**src/rtl/uart_cmd_framer.sv**
```systemverilog
// rtl/uart_cmd_framer.sv - framed UART byte stream to 64-bit RF command word
//
// Purpose:
//   Collects one frame of serial-port bytes (SOF, 8 payload bytes MSB first,
//   EOF) and presents the payload as a 64-bit command word with a one-cycle
//   valid strobe. Frames with a wrong end byte, or with an idle gap between
//   bytes that is too long, are dropped and counted. Framing is purely
//   length based, so SOF/EOF values inside the payload are ordinary data.
//
// Ports:
//   clk_20mhz      in   1  sole clock, rising edge
//   rst            in   1  asynchronous active-high reset
//   uart_byte_vld  in   1  one-cycle strobe, uart_byte valid
//   uart_byte      in   8  received byte
//   rv_uart_vld    out  1  one-cycle command-valid pulse
//   rv_uart_data   out 64  last good command word, held between frames
//   frame_busy     out  1  frame in progress
//   frame_err_cnt  out  8  discarded-frame count, saturating at 255

module uart_cmd_framer #(
  parameter logic [7:0]  SOF         = 8'hC0,
  parameter logic [7:0]  EOF         = 8'hCF,
  parameter int unsigned TIMEOUT_CYC = 200000
) (
  input  logic        clk_20mhz,
  input  logic        rst,
  input  logic        uart_byte_vld,
  input  logic [7:0]  uart_byte,
  output logic        rv_uart_vld,
  output logic [63:0] rv_uart_data,
  output logic        frame_busy,
  output logic [7:0]  frame_err_cnt
);

  // Counter only ever needs to reach TIMEOUT_CYC-1.
  localparam int unsigned    CNT_W    = $clog2(TIMEOUT_CYC);
  localparam logic [CNT_W-1:0] CNT_LAST = CNT_W'(TIMEOUT_CYC - 1);

  typedef enum logic [1:0] {
    ST_IDLE     = 2'd0,
    ST_PAYLOAD  = 2'd1,
    ST_WAIT_EOF = 2'd2
  } state_t;

  state_t           state_q;
  logic [2:0]       idx_q;
  logic [CNT_W-1:0] cnt_q;
  logic [63:0]      shift_q;
  logic             vld_q;
  logic [63:0]      data_q;
  logic             busy_q;
  logic [7:0]       err_cnt_q;

  logic [7:0]       err_cnt_d;
  logic             timed_out;

  // Saturating increment of the discard counter.
  assign err_cnt_d = (err_cnt_q == 8'hFF) ? err_cnt_q : err_cnt_q + 8'd1;

  // Expiry only counts in a cycle without a byte: an arriving byte always
  // wins over a counter that is about to expire.
  assign timed_out = !uart_byte_vld && (cnt_q == CNT_LAST);

  always_ff @(posedge clk_20mhz or posedge rst) begin
    if (rst) begin
      state_q   <= ST_IDLE;
      idx_q     <= 3'd0;
      cnt_q     <= '0;
      shift_q   <= 64'h0;
      vld_q     <= 1'b0;
      data_q    <= 64'h0;
      busy_q    <= 1'b0;
      err_cnt_q <= 8'h00;
    end else begin
      vld_q <= 1'b0;

      case (state_q)
        ST_IDLE: begin
          // Anything other than SOF between frames is line noise.
          if (uart_byte_vld && (uart_byte == SOF)) begin
            state_q <= ST_PAYLOAD;
            idx_q   <= 3'd0;
            cnt_q   <= '0;
            busy_q  <= 1'b1;
          end
        end

        ST_PAYLOAD: begin
          if (uart_byte_vld) begin
            // Byte k lands in bits [63-8k -: 8]; ~idx_q == 7-k.
            shift_q[{~idx_q, 3'b000} +: 8] <= uart_byte;
            idx_q <= idx_q + 3'd1;
            cnt_q <= '0;
            if (idx_q == 3'd7) begin
              state_q <= ST_WAIT_EOF;
            end
          end else if (timed_out) begin
            state_q   <= ST_IDLE;
            busy_q    <= 1'b0;
            cnt_q     <= '0;
            err_cnt_q <= err_cnt_d;
          end else begin
            cnt_q <= cnt_q + 1'b1;
          end
        end

        ST_WAIT_EOF: begin
          if (uart_byte_vld) begin
            // Whatever byte arrives here closes the frame; a wrong one is
            // consumed as the bad terminator and never reconsidered as SOF.
            state_q <= ST_IDLE;
            busy_q  <= 1'b0;
            cnt_q   <= '0;
            if (uart_byte == EOF) begin
              data_q <= shift_q;
              vld_q  <= 1'b1;
            end else begin
              err_cnt_q <= err_cnt_d;
            end
          end else if (timed_out) begin
            state_q   <= ST_IDLE;
            busy_q    <= 1'b0;
            cnt_q     <= '0;
            err_cnt_q <= err_cnt_d;
          end else begin
            cnt_q <= cnt_q + 1'b1;
          end
        end

        default: begin
          state_q <= ST_IDLE;
          busy_q  <= 1'b0;
          cnt_q   <= '0;
        end
      endcase
    end
  end

  assign rv_uart_vld   = vld_q;
  assign rv_uart_data  = data_q;
  assign frame_busy    = busy_q;
  assign frame_err_cnt = err_cnt_q;

endmodule

```
**config.mk**
```make
export PLATFORM = sky130hd
export DESIGN_NAME = uart_cmd_framer
export DESIGN_NICKNAME = d
export VERILOG_FILES = /design/src/rtl/uart_cmd_framer.sv
export SDC_FILE = /design/constraint.sdc
export NUM_CORES = 1
export LEC_CHECK = 0
export BUFFER_PORTS_ARGS = -buffer_cell sky130_fd_sc_hd__clkbuf_2
export CAP_MARGIN = 20
export CORE_MARGIN = 4
export CORE_UTILIZATION = 40
export DETAILED_ROUTE_END_ITERATION = 12
export SLEW_MARGIN = 20
export SYNTH_ARGS = -nofsm -noshare
export SYNTH_HDL_FRONTEND = slang
export SYNTH_SLANG_ARGS = --single-unit
```
**constraint.sdc**
```tcl
create_clock -name clk_20mhz -period 9.8 [get_ports clk_20mhz]
set_input_delay 1.47 -clock clk_20mhz [delete_from_list [all_inputs] [get_ports clk_20mhz]]
set_output_delay 1.47 -clock clk_20mhz [all_outputs]
set_load 0.02 [all_outputs]
```
; ---- Yosys cells after proc, flatten, opt, wreduce, memory -nomap -nowiden
; Index checks and enable logic that the tools add are counted.
[classes]
n_addsub = 4
eq_ne = 12
shift = 2
n_mux = 28
bitwise_logic = 1
n_reduce_logical = 13
[op_table]
columns = operator, count
row1 = $bwmux 64, 1
row2 = $shift 8x8->64 const A, 1
row3 = $shiftx 8x8->64, 1
row4 = $mux 18, 3
row5 = $mux 8, 5
row6 = $pmux 18 s2, 1
row7 = $eq 8x8->1 const B, 3
row8 = $add 18x1->18 const B, 1
row9 = $eq 18x18->1 const B, 1
row10 = $pmux 8 s2, 1
row11 = $mux 2, 5
row12 = $reduce_and 3->1, 3
row13 = $add 8x1->8 const B, 1
row14 = $neg 6->8, 1
row15 = $mux 1, 7
row16 = $mux 3, 2
row17 = $ne 2x2->1 const B, 3
row18 = $ne 3x3->1 const B, 2
row19 = $pmux 2 s3, 1
row20 = $pmux 3 s2, 1
row21 = $reduce_and 2->1, 3
row22 = $reduce_bool 2->1, 2
row23 = $add 3x1->3 const B, 1
row24 = $eq 3x3->1 const B, 1
row25 = 8 further kinds, 9
[totals]
regBits = 161
inputBits = 11
output_inout_bits = 74
word_cells = 68

; ---- Longest topological paths before layout
; Gate-level depths: netlist (run 1).
[logic_depth]
ltp_word = 5
depth_mapped = 9
depth_no_buf = 7

; ---- Worst setup path before layout (run 1)
; OpenSTA, ideal clock, no wires.
[synth_timing]
kind = input -> register
from = input uart_byte_vld
to = register err_cnt_q[5] (netlist: frame_err_cnt[5])
setup_time_ns = 0.128
arrival_ns = 2.932
t_required_ns = 9.672
setup_slack_ns = 6.741
cell_stages = 6
path_buffers = 1
path_cell_list = buf_2 or4b_4 nor3_4 a31o_4 nand4_1 mux2_1
[synth_via]
elab_chain_len = 5
word_cells_on_any_way = 9
classes_between = eq/ne: 2 / mux: 4 / reduce/logical: 3
[synth_lines]
columns = element, line
row1 = from (decl), 27  ; input logic uart_byte_vld,
row2 = $logic_not 1->1, 62  ; assign timed_out = !uart_byte_vld && (cnt_q == CNT_LAST);
row3 = $logic_and 1x1->1, 62
row4 = $mux 8, n/a
row5 = $mux 8 (on tied branches), n/a
row6 = $pmux 8 s2, 77  ; case (state_q)
row7 = to (signal assigned), 101  ; err_cnt_q <= err_cnt_d;
row8 = to (signal assigned), 118  ; err_cnt_q <= err_cnt_d;
row9 = to (signal assigned), 124  ; err_cnt_q <= err_cnt_d;
row10 = to (decl), 52  ; logic [7:0] err_cnt_q;
; Several ways; a longest one is shown, not always the timed one. The select of a mux whose other input is x is not followed.
; A chain may end at the register's enable or synchronous reset.

; ---- Worst setup path in the final report (run 1)
[layout_timing]
from = input uart_byte[5]
to = register data_q[47] (netlist: rv_uart_data[47])
[layout_via]
elab_chain_len = 2
[layout_lines]
columns = element, line
row1 = from (decl), 28  ; input logic [7:0] uart_byte,
row2 = $eq 8x8->1, 114  ; if (uart_byte == EOF) begin
row3 = $reduce_and 3->1 (no source line), n/a
row4 = to (signal assigned), 115  ; data_q <= shift_q;
row5 = to (decl), 50  ; logic [63:0] data_q;
; Every way passes these cells.

==> summary.txt, run 1 <==
Power and ir drop
  • VDD IR-drop max: 0.139 mV
  • Leakage: 4.08 nW
  • Power, Total: 1.41 mW
  • Pwr/cell area: 174 nW/µm²

GRT
  • First-pass GRT wire length: 24.2 mm
  • GRT Overall Usage: 15.4%
  • GR Overflow Total: 0
  • Number of antenna violations at the first check in global routing: 0
  • Vias in the first global route: 4,519
  • Largest net degree at the start of global routing: 86

Setup path
  • Arr. time, crit path: 3.59 ns
  • Worst endpoint required time: 10.11 ns
  • Crit-path slowest cell: and4_2
  • Crit path kind: in -> reg
  • CP startpoint kind: input port
  • CP Cell Sequence: clkbuf_2 -> and4bb_2 -> and4_2 -> buf_4 -> mux2_2
  • Worst-path fanout max: 43
  • CP endpoint kind: flip-flop
  • Max incr delay on CP: 0.64 ns

Synth
  • Most numerous cell in the Yosys netlist: dfrtp_1
  • Synth warn: 0
  • Flops & latches, synth: 161
  • Synth area leader: dfrtp_1
  • Synth area leaders: dfrtp_1 58%, mux2_2 20%, nor2_1 2.0%, ha_1 2.0%, nand2_1 1.9%
  • Synth top area share: 58.1%
  • Post-synth ARST share: 100%
  • Post-Syn Instances: 535
  • Area of the mapped netlist: 6930 µm²
  • Ys flop type: dfrtp_1
  • Sequential fraction of the synthesis area: 58.1%
  • Syn Nets: 557
  • Post-synthesis cell type count: 47
  • Syn avg cell area: 13.0 µm²
  • EDFF count, synth: 0
  • Top post-synthesis cells by count: 161 x dfrtp_1, 121 x mux2_2, 37 x nor2_1, 36 x nand2_1, 21 x nand3_1

Clock network
  • Cts hold-fix bufs: 0
  • Worst-path clk slew: 0.06 ns
  • CTS tree: done
  • # H-tree levels: 4
  • CTS sink cnt: 161
  • Cts bufs inserted: 17
  • Clock tree buffer depth: 2
  • Post-CTS setup buffer count: 0
  • Root buf cell: clkbuf_16
  • Worst skew pair latency: 0.42 ns
  • Post_cts resized: 0

Timing
  • RSZ-0062 raised after global routing: no
  • Max Freq: 305 MHz
  • Max-slew violation count: 0
  • WHS: 0.481 ns
  • Final setup fails: 0
  • Post-Route Setup TNS: 0 ns
  • Final hold violations: 0
  • Period minus WS final: 3.28 ns
  • Final clock skew: 0.00875 ns
  • Worst Max-Slew Pin Slew: 0.958 ns
  • Final period util: 33.5%
  • Rel. slew slack: 35.6%

Hold path
  • Min-delay worst type: reg -> reg

Die
  • Initial Utilization: 41.4%
  • FP Rows: 47
  • Core area: 16,800 µm²
  • Top Ports: 85
  • Die width: 140 µm
  • Die area: 19,500 µm²
  • Die height: 140 µm

Finish
  • Final net count: 645
  • Multi-input gate area: 2790 µm²
  • P&R area growth vs syn: 16.7%
  • Area occupied by registers: 4030 µm²
  • Filler cells: 1,496
  • Antenna Cells: 0
  • Share of cells above drive strength 1: 39.6%

Route
  • Vias: 4,472
  • DR iter-0 viols: 227
  • WL per Instance: 17.1 µm
  • Via density: 5.24
  • Drt pass-1 iters: 4
  • Routed Antenna Nets: 0
  • DRC viols: 0
  • Detailed Route WL: 14.6 mm

Placement
  • PortBufs: 84
  • Routability congestion estimate: 0.840
  • HPWL after DPL: 10.0 mm

Outcome
  • Status: finished, final reports clean

Job
  • MaxCap Viol Count: 0
-- stage by stage --
stage                     worst slack [ns]  std cells  util [%]  instance area, µm²
after floorplan                       3.98        535         -                6930
after global placement                6.14        824      45.2                7580
after detailed placement              6.08        824      45.2                7580
after CTS                             6.53        854      48.3                8090
after global routing                  6.41        854      48.3                8090
final                                 6.52        854      48.3                8090
-- state kept, by name, indices dropped and copies added, names as in the netlist --
register,flops
rv_uart_data,64
rv_uart_vld,1
state_q,2
idx_q,3
cnt_q,18
shift_q,64
frame_busy,1
frame_err_cnt,8
-- layer usage --
layer,up-vias,GRT usage [%],part of all wire (%)
met5,-,0,0
met4,0,4.90,1.3
met3,16,3.57,3.8
met2,82,23.7,46
met1,2276,21.8,49
li1,2098,-,-
-- layout make-up --
class	instances	area share (%)
clock buffers	20	5.52
clock inverters	10	0.820
inverters	8	0.433
multi-input cells	348	34.5
flip-flops and latches	161	49.8
well taps	220	3.40
repair buffers	87	5.48
-- cells by family after synthesis --
| kind of cell | share of synthesized area [%] |
|---|---|
| DFF | 58.1 |
| and+or+nand+nor | 11.4 |
| muxes | 20.4 |
| AOI/OAI and AO/OA | 6.08 |
| buffers and inverters | 1.61 |
| adders and majority gates | 1.99 |
| xor gates and xnor gates | 0.379 |
-- report_power, final --
group / total, mW / leakage, nW / internal, mW / switching, mW
Combinational: 0.119 / 1.60 / 0.0412 / 0.0779
Sequential: 0.706 / 2.24 / 0.687 / 0.0187
Clock: 0.584 / 0.240 / 0.325 / 0.259
Total: 1.41 / 4.08 / 1.05 / 0.356
-- cells in the final DEF (no fill, tap or decap), drive strengths merged, types with 5 or more instances in the layout --
master	count
a21o	6
nand4	9
nand2b	13
inv	8
a21oi	7
a22o	8
nand2	36
clkbuf	104
a31oi	5
and3	6
nor2	37
o31ai	5
clkinvlp	5
clkinv	5
dfrtp	161
ha	11
o21ai	19
nand3	21
mux2	125
-- critical path, delay by kind of cell --
family,cells,cell delay (ns)
mux,1,0.40
simple gates,2,0.99
buf+inv,2,0.69
-- final timing paths --
kind,cells past startpoint,slack (ns),from,end
setup / recovery,5,6.52,uart_byte[5],rv_uart_data[47]
hold / removal,2,0.48,shift_q[36],shift_q[36]
setup reg to reg,5,7.25,idx_q[0],shift_q[5]
hold reg to reg,2,0.48,shift_q[36],shift_q[36]
max in group asynchronous,3,7.17,rst,shift_q[59]
min in group asynchronous,2,1.16,rst,rv_uart_vld
Power figures use the tool's default switching activity.
==> inputs of run 2 (changes only) <==
- ABC_AREA: not set -> 1
- clock period: 9.8 -> 3.05 ns (I/O delays scaled with it)
==> run 2 against run 1 <==
Wire length rose by 9.8%. Cell count rose by 40%. Sequential cell count did not move. Sequential power rose to 3.8 times the previous value. Die area rose by 4.3%. Via count rose by 25%. Synthesized area rose by 4.6%. Design area rose by 4.8%.
==> summary.txt, run 2 <==
Timing
  • Final hold violations: 0 (unchanged)
  • Worst Max-Slew Pin Slew: 0.679 ns (was 0.958 ns)
  • RSZ-0062 raised after global routing: no (unchanged)
  • Post-Route Setup TNS: 0 ns (unchanged)
  • Max Freq: 381 MHz
  • Max-slew violation count: 0 (unchanged)
  • Final clock skew: 0.0121 ns (was 0.00875 ns)
  • Final period util: 86.1%
  • WHS: 0.119 ns (was 0.481 ns)
  • Period minus WS final: 2.63 ns
  • Final setup fails: 0 (unchanged)
  • Rel. slew slack: 54.6% (was 35.6%)

Die
  • Die height: 143 µm (was 140 µm)
  • Core area: 17,500 µm² (was 16,800 µm²)
  • Top Ports: 85 (unchanged)
  • FP Rows: 48 (was 47)
  • Die width: 143 µm (was 140 µm)
  • Die area: 20,300 µm² (was 19,500 µm²)
  • Initial Utilization: 41.3% (was 41.4%)

Setup path
  • CP startpoint kind: flip-flop (was input port)
  • Crit path from: idx_q[0] (was uart_byte[5])
  • R2R Setup Slk: 0.42 ns (was 7.25 ns)
  • Worst-path fanout max: 20 (was 43)
  • Reg2reg end: shift_q[2] (was shift_q[5])
  • R2R cell count: 7 (was 5)
  • Worst endpoint required time: 3.35 ns (was 10.11 ns)
  • Crit path kind: reg -> reg (was in -> reg)
  • CP endpoint kind: flip-flop (unchanged)
  • Crit path capture: shift_q[2] (was rv_uart_data[47])
  • Arr. time, crit path: 2.92 ns (was 3.59 ns)
  • FF-to-FF Start: idx_q[0] (unchanged)

Route
  • DRC viols: 0 (unchanged)
  • WL per Instance: 13.4 µm (was 17.1 µm)
  • DR iter-0 viols: 287 (was 227)
  • Routed Antenna Nets: 0 (unchanged)
  • Via density: 4.70 (was 5.24)
  • Drt pass-1 iters: 5 (was 4)
  • Detailed Route WL: 16.1 mm (was 14.6 mm)
  • Vias: 5,611 (was 4,472)

Synth
  • Syn avg cell area: 8.28 µm² (was 13.0 µm²)
  • Ys flop type: dfrtp_1 (unchanged)
  • EDFF count, synth: 0 (unchanged)
  • Area of the mapped netlist: 7250 µm² (was 6930 µm²)
  • Synth area leaders: dfrtp_1 56%, nand2_1 17%, o21ai_0 5.2%, inv_1 5.0%, nor2_1 2.9% (was dfrtp_1 58%, mux2_2 20%, nor2_1 2.0%, ha_1 2.0%, nand2_1 1.9%)
  • Post-synthesis cell type count: 33 (was 47)
  • Post-synth ARST share: 100% (unchanged)
  • Most numerous cell in the Yosys netlist: nand2_1 (was dfrtp_1)
  • Sequential fraction of the synthesis area: 55.6% (was 58.1%)
  • Top post-synthesis cells by count: 330 x nand2_1, 161 x dfrtp_1, 96 x inv_1, 75 x o21ai_0, 56 x nor2_1 (was 161 x dfrtp_1, 121 x mux2_2, 37 x nor2_1, 36 x nand2_1, 21 x nand3_1)
  • Synth warn: 0 (unchanged)
  • Synth area leader: dfrtp_1 (unchanged)
  • Post-Syn Instances: 876 (was 535)
  • Synth top area share: 55.6% (was 58.1%)
  • Syn Nets: 898 (was 557)
  • Flops & latches, synth: 161 (unchanged)

Finish
  • Commonest cells after routing, fill and taps aside: 330 x nand2_1, 161 x dfrtp_1, 95 x inv_1 (was 161 x dfrtp_1, 121 x mux2_2, 84 x clkbuf_2)
  • Layout Utilization: 48.3% (about the same)
  • Share of cells above drive strength 1: 15.3% (was 39.6%)
  • P&R area growth vs syn: 16.9% (was 16.7%)
  • Final net count: 979 (was 645)
  • Antenna Cells: 0 (unchanged)
  • Commonest non-fill, non-tap cell in the layout: nand2_1 (was dfrtp_1)

Clock network
  • Clock tree buffer depth: 2 (unchanged)
  • Worst skew pair latency: 0.43 ns (was 0.42 ns)
  • Post-CTS setup buffer count: 0 (unchanged)
  • Cts hold-fix bufs: 0 (unchanged)
  • Cts bufs inserted: 17 (unchanged)
  • # H-tree levels: 4 (unchanged)
  • CTS sink cnt: 161 (unchanged)
  • Worst-path clk slew: 0.07 ns (was 0.06 ns)
  • Root buf cell: clkbuf_16 (unchanged)
  • CTS tree: done (unchanged)
  • Post_cts resized: 0 (unchanged)

Job
  • MaxCap Viol Count: 0 (unchanged)

Outcome
  • Status: finished, final reports clean (unchanged)

Placement
  • HPWL after DPL: 11.5 mm (was 10.0 mm)
  • PortBufs: 84 (unchanged)
  • Routability congestion estimate: 0.838 (was 0.840)

Power and ir drop
  • Leakage: 4.54 nW (was 4.08 nW)
  • Power, Total: 6.06 mW (was 1.41 mW)
  • Pwr/cell area: 715 nW/µm² (was 174 nW/µm²)
  • VDD IR-drop max: 0.501 mV (was 0.139 mV)

GRT
  • Vias in the first global route: 5,542 (was 4,519)
  • Largest net degree at the start of global routing: 72 (was 86)
  • GR Overflow Total: 0 (unchanged)
  • GRT Overall Usage: 16.8% (was 15.4%)
  • Number of antenna violations at the first check in global routing: 0 (unchanged)
  • First-pass GRT wire length: 27.6 mm (was 24.2 mm)

Hold path
  • Min-delay worst type: in -> async (was reg -> reg)
-- run 2: logic make-up after synthesis --
logic type                 count (synthesis)  share of synthesized area (%)
xor gates and xnor gates                   1                          0.121
muxes                                      1                          0.138
DFF                                      161                           55.6
buffers and inverters                    130                           7.59
adders and majority gates                 11                           1.90
and+or+nand+nor                          478                           27.6
AOI/OAI and AO/OA                         94                           7.04
-- run 2: worst min path at each step --
stage,startpoint,to,cells after the start
4_1_cts,rst,rv_uart_data[8],2
2_1_floorplan,shift_q[0],rv_uart_data[0],2
3_5_place_dp,shift_q[18],rv_uart_data[18],2
5_1_grt,rst,cnt_q[11],2
6_report,rst,cnt_q[11],2
3_3_place_gp,rv_uart_data[17],rv_uart_data[17],2
-- run 2: power by group --
part | internal, mW | leakage [nW] | switching [mW]
clock network | 1.25 | 0.289 | 0.924
logic | 0.363 | 2.09 | 0.875
registers | 2.45 | 2.16 | 0.194
total | 4.07 | 4.54 | 1.99
-- run 2: critical path: stages, from the launching register on --
cell and delay [ns]:
dfrtp_1 0.74, inv_1 0.25, ha_1 0.36, inv_1 0.19
nand3_1 0.10, or3_1 0.61, nand2_1 0.18, o21ai_2 0.06
-- run 2: area by class of cell --
type / count / area (µm²)
fillers: 1730 / 9060
flip-flops and latches: 161 / 4030
multi-input cells: 585 / 2670
repair buffers: 93 / 513
clock buffers: 18 / 439
inverters: 99 / 375
well taps: 225 / 282
clock inverters: 14 / 169
-- run 2: per-layer routing --
metal / up-vias / wire [µm] / part of all wire, % / global-route usage (%)
met5: - / 0 / 0 / 0
met4: 0 / 231 / 1.4 / 5.00
met3: 19 / 636 / 4.0 / 3.99
met2: 88 / 7500 / 47 / 26.4
met1: 2582 / 7690 / 48 / 23.2
li1: 2922 / - / - / -
-- run 2: stage by stage --
stage	area [µm²]	setup slack, ns	cells
after floorplan	7250	0.550	876
after global placement	7870	0.568	1163
after detailed placement	7870	0.471	1163
after CTS	8480	0.441	1195
after global routing	8480	0.179	1195
final	8480	0.423	1195
